--- config.mk ---
export PLATFORM = sky130hd
export DESIGN_NAME = serial_subtractor
export DESIGN_NICKNAME = d
export VERILOG_FILES = /design/src/rtl/serial_subtractor.sv
export SDC_FILE = /design/constraint.sdc
export NUM_CORES = 1
export LEC_CHECK = 0
export ABC_CLOCK_PERIOD_IN_PS = 1250
export CAP_MARGIN = 20
export CORE_MARGIN = 10
export CORE_UTILIZATION = 40
export DETAILED_ROUTE_END_ITERATION = 8
export GPL_TIMING_DRIVEN = 0
export PLACE_DENSITY = 0.67
export SLEW_MARGIN = 30
export SYNTH_ARGS = -nofsm -noshare
export SYNTH_HDL_FRONTEND = slang
export SYNTH_SLANG_ARGS = --single-unit
--- constraint.sdc ---
create_clock -name clk -period 1.25 [get_ports clk]
set_clock_uncertainty 0.1 [all_clocks]
set_input_delay 0.1875 -clock clk [delete_from_list [all_inputs] [get_ports clk]]
set_output_delay 0.1875 -clock clk [all_outputs]
set_load 0.01 [all_outputs]
--- src/rtl/serial_subtractor.sv ---
// serial_subtractor
// -----------------------------------------------------------------------------
// Bit-serial two's-complement subtractor: Diff = A - B (mod 2^WIDTH), LSB first.
// One full-adder cell adds A to the inverted B with the carry seeded to 1, so
// the carry out of the MSB is the inverted borrow. A controller issues one
// operation at a time through a start/busy/done handshake.
//
// Parameters:
//   WIDTH  operand/result width in bits (>= 2), default 8
//
// Ports:
//   clk    rising-edge clock
//   rst    synchronous reset, active-high, highest priority
//   start  operation request, only looked at while idle
//   A      minuend, captured on the accepted start edge
//   B      subtrahend, captured on the accepted start edge
//   Diff   registered result A - B, holds until the next completion or reset
//   Bout   registered borrow, 1 iff A < B (unsigned)
//   busy   high during the WIDTH bit-processing cycles
//   done   one-cycle pulse in the cycle Diff/Bout first show a new result
//   V      (only with SERIAL_SUBTRACTOR_OVF_EN) signed-overflow flag
//
// Optional feature: define SERIAL_SUBTRACTOR_OVF_EN to add the V output.
// -----------------------------------------------------------------------------
module serial_subtractor #(
  parameter int WIDTH = 8
) (
  input  logic             clk,
  input  logic             rst,
  input  logic             start,
  input  logic [WIDTH-1:0] A,
  input  logic [WIDTH-1:0] B,
  output logic [WIDTH-1:0] Diff,
  output logic             Bout,
  output logic             busy,
  output logic             done
`ifdef SERIAL_SUBTRACTOR_OVF_EN
  ,
  output logic             V
`endif
);

  localparam int CNT_W = $clog2(WIDTH);
  localparam logic [CNT_W-1:0] LAST_BIT = CNT_W'(WIDTH - 1);

  typedef enum logic [1:0] {
    IDLE,
    SHIFT,
    DONE
  } state_t;

  state_t           state_q,  state_d;
  logic [WIDTH-1:0] a_sh_q,   a_sh_d;
  logic [WIDTH-1:0] b_sh_q,   b_sh_d;
  logic [WIDTH-1:0] res_sh_q, res_sh_d;
  logic             carry_q,  carry_d;
  logic [CNT_W-1:0] cnt_q,    cnt_d;
  logic [WIDTH-1:0] diff_q,   diff_d;
  logic             bout_q,   bout_d;
  logic             busy_q,   busy_d;
  logic             done_q,   done_d;
`ifdef SERIAL_SUBTRACTOR_OVF_EN
  logic             v_q,      v_d;
`endif

  logic sum_bit;
  logic carry_out;
  logic b_inv;

  always_comb begin
    state_d  = state_q;
    a_sh_d   = a_sh_q;
    b_sh_d   = b_sh_q;
    res_sh_d = res_sh_q;
    carry_d  = carry_q;
    cnt_d    = cnt_q;
    diff_d   = diff_q;
    bout_d   = bout_q;
    busy_d   = 1'b0;
    done_d   = 1'b0;
`ifdef SERIAL_SUBTRACTOR_OVF_EN
    v_d      = v_q;
`endif

    // The single full-adder cell: A + ~B + carry, one bit per cycle.
    b_inv     = ~b_sh_q[0];
    sum_bit   = a_sh_q[0] ^ b_inv ^ carry_q;
    carry_out = (a_sh_q[0] & b_inv) | (a_sh_q[0] & carry_q) | (b_inv & carry_q);

    unique case (state_q)
      IDLE: begin
        if (start) begin
          a_sh_d   = A;
          b_sh_d   = B;
          res_sh_d = '0;
          carry_d  = 1'b1;
          cnt_d    = '0;
          state_d  = SHIFT;
          busy_d   = 1'b1;
        end
      end

      SHIFT: begin
        a_sh_d   = a_sh_q >> 1;
        b_sh_d   = b_sh_q >> 1;
        res_sh_d = {sum_bit, res_sh_q[WIDTH-1:1]};
        carry_d  = carry_out;
        cnt_d    = cnt_q + 1'b1;
        if (cnt_q == LAST_BIT) begin
          // The result is committed on the edge into DONE so that Diff/Bout
          // are already valid in the cycle done is high, never partial.
          state_d = DONE;
          done_d  = 1'b1;
          diff_d  = {sum_bit, res_sh_q[WIDTH-1:1]};
          bout_d  = ~carry_out;
`ifdef SERIAL_SUBTRACTOR_OVF_EN
          // While processing the MSB, carry_q is the carry into the MSB.
          v_d     = carry_q ^ carry_out;
`endif
        end else begin
          busy_d = 1'b1;
        end
      end

      DONE: begin
        state_d = IDLE;
      end

      default: begin
        state_d = IDLE;
      end
    endcase
  end

  always_ff @(posedge clk) begin
    if (rst) begin
      state_q  <= IDLE;
      a_sh_q   <= '0;
      b_sh_q   <= '0;
      res_sh_q <= '0;
      carry_q  <= 1'b0;
      cnt_q    <= '0;
      diff_q   <= '0;
      bout_q   <= 1'b0;
      busy_q   <= 1'b0;
      done_q   <= 1'b0;
`ifdef SERIAL_SUBTRACTOR_OVF_EN
      v_q      <= 1'b0;
`endif
    end else begin
      state_q  <= state_d;
      a_sh_q   <= a_sh_d;
      b_sh_q   <= b_sh_d;
      res_sh_q <= res_sh_d;
      carry_q  <= carry_d;
      cnt_q    <= cnt_d;
      diff_q   <= diff_d;
      bout_q   <= bout_d;
      busy_q   <= busy_d;
      done_q   <= done_d;
`ifdef SERIAL_SUBTRACTOR_OVF_EN
      v_q      <= v_d;
`endif
    end
  end

  assign Diff = diff_q;
  assign Bout = bout_q;
  assign busy = busy_q;
  assign done = done_q;
`ifdef SERIAL_SUBTRACTOR_OVF_EN
  assign V    = v_q;
`endif

endmodule

==> flow_metrics.py, run 1 <==
metrics = {
    "clock_network": {
        "postCtsHoldBufs": 0,
        "clock_latency_ns": 0.30,
        "cts.sinks": 40,
        "cts_max_path_buffers": 2,
        "tritoncts": "done",
        "root_buffer": "clkbuf_8",
        "htreeDepth": 2,
        "cts-buffers-inserted": 5,
        "path_clk_slew_ns": 0.08,
    },
    "grt": {
        "track_usage": 0.141,
        "grt_pass1_wl_mm": 8.01,
        "grt_pass1_vias": 1558,
        "grt_max_degree": 13,
        "grt_overflow_total": 0,
        "antenna_found_initial": 0,
    },
    "route": {
        "via_per_inst": 5.55,
        "drtAntennaViolNets": 0,
        "firstDrtPassIters": 4,
        "drt_iter0_drc": 133,
        "drc_errors": 0,
        "via_count": 1481,
        "wl_per_cell_um": 18.2,
        "wl_mm": 4.85,
    },
    "yosys": {
        "yosysSeqAreaShare": 0.503,
        "synth.avg_cell_area_um2": 9.59,
        "yosys.area.top_type": "dfxtp_1",
        "ys_ff_latch": 40,
        "synthTopCellsByArea": "dfxtp_1 (50%), mux2i_1 (8.8%), a211oi_1 (7.1%), nor2_1 (6.4%), a22oi_1 (4.2%)",
        "yosysTopAreaCellShare": 0.503,
        "synth_nets": 188,
        "yosysUniqueCellTypes": 27,
        "yosysWarnings": 0,
        "syn_area_um2": 1590,
        "synth_cells": 166,
    },
    "final_layout": {
        "n_antenna_cell": 0,
        "utilization": 0.697,
        "layout.nets": 241,
        "layout-drive-gt1-share": 0.475,
        "area_growth_pct": 64.0,
    },
    "setup_path": {
        "startpoint_type": "flop",
        "r2r_cells": 6,
        "critPathArrivalTime_ns": 1.45,
        "crit_type": "flop to flop",
        "worstSetupEndpoint": "res_sh_q[7]",
        "worstSetupEndpointType": "flop",
        "r2r-start": "state_q[1]",
        "crit_fanout": 5,
        "r2r-end": "res_sh_q[7]",
        "rrSetupSlack_ns": -0.12,
        "crit_required_ns": 1.33,
        "crit_start": "state_q[1]",
    },
    "power": {
        "p_sw_uw": 736,
        "seqPwrFrac": 0.507,
        "p_clk_frac": 0.305,
        "internal_power_uw": 1990,
        "p_sw_frac": 0.270,
        "power_uw": 2730,
        "powerDensity_nw_per_um2": 1050,
        "pwr-share-comb": 0.188,
        "peakVddDrop_uv": 787,
        "p_leak_uw": 0.000972,
    },
    "timing": {
        "finalHoldViolCount": 0,
        "max-slew-margin-rel": 0.512,
        "fin_crit_sh": 1.10,
        "fin_ws_ns": -0.121,
        "setup_viol": 38,
        "drv_slew": 0,
        "grt_setup_unrepaired": "yes",
        "tightest_slew_ns": 0.732,
        "setup_tns_ns": -2.39,
        "min_period_ns": 1.37,
        "max_freq_mhz": 730,
    },
    "floorplan": {
        "fp.coreArea_um2": 3740,
        "die_w_um": 83.1,
        "rows": 22,
        "pin_count": 30,
        "start_util": 0.425,
        "dieArea_um2": 6900,
        "die_h_um": 83.1,
    },
    "hold_path": {
        "hold_start": "rst",
        "min_path_type": "input port to flop",
    },
    "outcome": {
        "status": "finished, violations left",
        "violations": "negative setup slack",
    },
    "job": {
        "max_cap_violations": 0,
    },
    "place": {
        "portBuffers": 28,
        "place_congestion": 0.822,
        "dp_hpwl_mm": 2.77,
    },
}
worst min path at each step:
stage	end	slack (ns)	cells past startpoint
after floorplan	b_sh_q[0]	0.32	2
after global placement	Diff[4]	0.36	2
after detailed placement	Diff[5]	0.36	2
after CTS	res_sh_q[5]	0.16	2
after global routing	res_sh_q[5]	0.20	2
final	res_sh_q[5]	0.18	2
cells in the mapped netlist:
| cell type | n |
|---|---|
| nor2b_1 | 1 |
| o22a_1 | 1 |
| nand3_1 | 8 |
| nor2_1 | 27 |
| o21bai_1 | 1 |
| o221a_2 | 1 |
| nand2b_1 | 2 |
| dfxtp_1 | 40 |
| a22oi_1 | 9 |
| buf_2 | 6 |
| fa_1 | 1 |
| clkbuf_1 | 5 |
| nand3b_1 | 1 |
| buf_12 | 1 |
| buf_6 | 1 |
| ha_1 | 2 |
| a211oi_1 | 15 |
| mux2i_1 | 14 |
| buf_1 | 1 |
| nand2_1 | 8 |
| or3b_1 | 2 |
| o21ai_0 | 2 |
| and2b_1 | 1 |
| a21oi_1 | 12 |
| inv_1 | 2 |
| nor3_1 | 1 |
| a311oi_1 | 1 |
per-stage QoR:
step	cells	hold slack (ns)	setup WS, ns	instance area (µm²)
after global placement	242	0.357	-0.370	1950
final	267	0.178	-0.121	2610
after floorplan	166	0.321	0.00119	1610
after CTS	266	0.156	-0.114	2480
after detailed placement	242	0.356	-0.437	1950
after global routing	267	0.203	-0.164	2610
critical path, cell delays in order (launching register included):
cell	delay, ns
dfxtp_4	0.36
buf_6	0.12
buf_6	0.11
o21bai_4	0.21
buf_8	0.16
a22oi_2	0.15
nor2_1	0.06
timing repair:
| item | CTS | global route |
|---|---|---|
| buffers inserted | 13 | 2 |
| pin swaps | 24 | 7 |
| cloned | 4 | 1 |
| endpoints found under the setup margin | 51 | 44 |
| resized for setup | 84 | 37 |
cells by family (layout without fill, tap and decap cells):
| kind of cell | after synthesis | count (layout) | share of synthesized area |
|---|---|---|---|
| AOI/OAI and AO/OA | 42 | 42 | 0.180 |
| DFF | 40 | 40 | 0.503 |
| and+or+nand+nor | 51 | 51 | 0.143 |
| buffers and inverters | 16 | 69 | 0.0574 |
| adders and majority gates | 3 | 3 | 0.0283 |
| muxes | 14 | 14 | 0.0880 |
area by class of cell:
cell class,instances,area [µm²]
Inverter,2,7.51
Sequential cell,40,810
Tap cell,48,60.1
Fill cell,278,1130
Multi-Input combinational cell,110,1010
Timing Repair Buffer,48,512
Clock buffer,5,68.8
Clock inverter,2,12.5
Buffer,12,131
state kept, by name, indices dropped and copies added (netlist names):
signal and cells:
res_sh_q 7, carry_q 1, a_sh_q 8, state_q 2
busy 1, cnt_q 3, Diff 8, Bout 1
done 1, b_sh_q 8
power by group through the flow:
stage | combinational [µW] | clock (µW) | sequential, µW
after floorplan | 189 | 0 | 1390
after global placement | 287 | 0 | 1390
after detailed placement | 297 | 0 | 1390
after CTS | 451 | 852 | 1370
after global routing | 549 | 915 | 1390
final | 513 | 832 | 1380
metal layers:
layer	part of all wire	wire length, µm	vias up	track usage
met5	0	0	-	0
met4	0.030	144	0	0.0692
met3	0.039	188	12	0.0459
met2	0.53	2570	29	0.237
met1	0.40	1950	742	0.155
li1	-	-	698	-
placed cells by master, fill, tap and decap left out, drive strengths merged, types with 4 or more instances in the layout:
| master | synthesis | final |
|---|---|---|
| dfxtp | 40 | 40 |
| dlygate4sd2 | 0 | 7 |
| a22oi | 9 | 9 |
| a211oi | 15 | 15 |
| clkdlybuf4s15 | 0 | 4 |
| nor2 | 27 | 27 |
| a21oi | 12 | 12 |
| clkbuf | 5 | 12 |
| mux2i | 14 | 14 |
| nand2 | 8 | 8 |
| buf | 9 | 26 |
| clkdlybuf4s50 | 0 | 16 |
| nand3 | 8 | 8 |
(Power assumes the default switching activity.)
==> inputs of run 2 (changes only) <==
- CORE_MARGIN: 10 -> 1
==> run 2 against run 1 <==
The run still ends with negative setup slack left. Critical path depth shrank 2. Non-clock buffer count is 2 lower. Sequential power barely moved. Total power rose by 8.8%. Sequential cell count stayed put. Sequential share of layout area is 0.59 points higher. Combinational power fell by 6.6%. Via count fell by 1.7%. First-iteration DRC count shrank 59%. Largest cell class unchanged. Highest routed layer unchanged.
==> flow_metrics.py, run 2 (same netlist as run 1, synthesis figures left out) <==
metrics = {
    "final_layout": {
        "fin_area_um2": 2560,
        "area_growth_pct": 60.9,
        "layout-drive-gt1-share": 0.445,
        "final_common_cell": "dfxtp_1",
        "layout.nets": 239,
        "n_antenna_cell": 0,
        "final_cell_mix": "dfxtp_1 (35), clkdlybuf4s50_1 (16), a211oi_2 (15), nor2_1 (15), nor2_2 (12)",
    },
    "route": {
        "drt_iter0_drc": 54,
        "drc_errors": 0,
        "wl_mm": 4.67,
        "drtAntennaViolNets": 0,
        "firstDrtPassIters": 4,
        "via_count": 1456,
        "wl_per_cell_um": 17.6,
        "via_per_inst": 5.47,
    },
    "timing": {
        "finalHoldViolCount": 0,
        "tightest_slew_ns": 0.675,
        "grt_setup_unrepaired": "yes",
        "max_freq_mhz": 741,
        "drv_slew": 0,
        "fin_crit_sh": 1.08,
        "fin_ws_ns": -0.0990,
        "setup_tns_ns": -1.73,
        "holdWs_ns": 0.175,
        "min_period_ns": 1.35,
        "max-slew-margin-rel": 0.550,
        "setup_viol": 35,
    },
    "setup_path": {
        "worstSetupEndpointType": "flop",
        "path_cells": "inv_1, fa_1, a22oi_1, nor2_1",
        "r2r-end": "res_sh_q[7]",
        "cp_top_family": "adder cells",
        "crit_buf_inv": 1,
        "r2r-start": "b_sh_q[0]",
        "rrSetupSlack_ns": -0.1,
        "crit_fanout": 2,
        "cp.depth": 4,
        "crit_slowest_cell": "fa_1",
        "critPathMaxStageDelay_ns": 0.47,
        "r2r_cells": 4,
        "critPathArrivalTime_ns": 1.43,
        "startpoint_type": "flop",
        "crit_type": "flop to flop",
        "crit_required_ns": 1.33,
    },
    "clock_network": {
        "postCtsHoldBufs": 0,
        "root_buffer": "clkbuf_8",
        "cts.sinks": 40,
        "cts-buffers-inserted": 5,
        "tritoncts": "done",
        "cts_max_path_buffers": 2,
        "path_clk_slew_ns": 0.09,
        "htreeDepth": 2,
        "clock_latency_ns": 0.30,
    },
    "floorplan": {
        "fp.coreArea_um2": 3740,
        "die_w_um": 65.1,
        "start_util": 0.425,
        "rows": 22,
        "dieArea_um2": 4230,
        "pin_count": 30,
        "die_h_um": 65.1,
    },
    "power": {
        "power_uw": 2970,
        "powerDensity_nw_per_um2": 1160,
        "p_leak_uw": 0.000981,
        "peakVddDrop_uv": 834,
    },
    "place": {
        "place_ws_ns": -0.439,
        "dp_hpwl_mm": 2.35,
        "dpl_cell_area_um2": 1950,
        "place_congestion": 0.755,
        "portBuffers": 28,
    },
    "hold_path": {
        "hold_end": "res_sh_q[5]",
        "whs_path_depth": 2,
        "min_path_type": "input port to flop",
        "hold_start": "rst",
    },
    "outcome": {
        "status": "finished, violations left",
        "violations": "negative setup slack",
    },
    "grt": {
        "grt_pass1_wl_mm": 7.44,
        "antenna_found_initial": 0,
        "grt_pass1_vias": 1587,
        "grt_max_degree": 14,
        "grt_overflow_total": 0,
        "track_usage": 0.240,
    },
    "job": {
        "max_cap_violations": 0,
    },
}
==> run 2: worst max-delay path by stage <==
stage | end | start | slack (ns)
after detailed placement | b_sh_q[2] | start | -0.44
after floorplan | res_sh_q[7] | b_sh_q[0] | 0.001
after global placement | a_sh_q[7] | start | -0.37
after CTS | b_sh_q[6] | state_q[1] | -0.09
final | res_sh_q[7] | b_sh_q[0] | -0.1
after global routing | Diff[1] | cnt_q[1] | -0.13
==> run 2: area by class of cell <==
class / count / area (µm²)
Tap cell: 48 / 60.1
Sequential cell: 40 / 810
Clock inverter: 2 / 38.8
Multi-Input combinational cell: 110 / 966
Clock buffer: 6 / 82.6
Inverter: 2 / 7.51
Buffer: 12 / 133
Timing Repair Buffer: 46 / 464
Fill cell: 292 / 1180
==> run 2: routing by layer <==
metal | vias to the layer above | wire length, µm | GRT usage | share of wire
met5 | - | 0 | 0 | 0
met4 | 0 | 114 | 0.147 | 0.024
met1 | 721 | 1920 | 0.274 | 0.41
li1 | 694 | - | - | -
met3 | 13 | 149 | 0.0423 | 0.032
met2 | 28 | 2490 | 0.414 | 0.53
==> run 2: metrics by stage <==
step                      utilization  cells
final                           0.684    266
after global routing            0.684    266
after CTS                       0.664    266
after detailed placement        0.522    242
after global placement          0.522    242
after floorplan                     -    166
==> run 2: worst reg2reg max path: stages (launching register included) <==
cell and delay [ns]:
dfxtp_2 0.35, inv_1 0.06, fa_1 0.47, a22oi_1 0.20, nor2_1 0.05
==> run 2: repair_timing <==
item	in CTS	in global routing
gates resized for setup	86	20
pin swaps	34	8
cloned	5	2
setup endpoints to repair	51	43
buffers inserted	11	0
==> run 2: report_power, final <==
| part | leakage, µW | switching [µW] | internal, µW |
|---|---|---|---|
| Sequential | 0.000329 | 45.4 | 1330 |
| Combinational | 0.000590 | 223 | 256 |
| Clock | 0.0000614 | 459 | 653 |
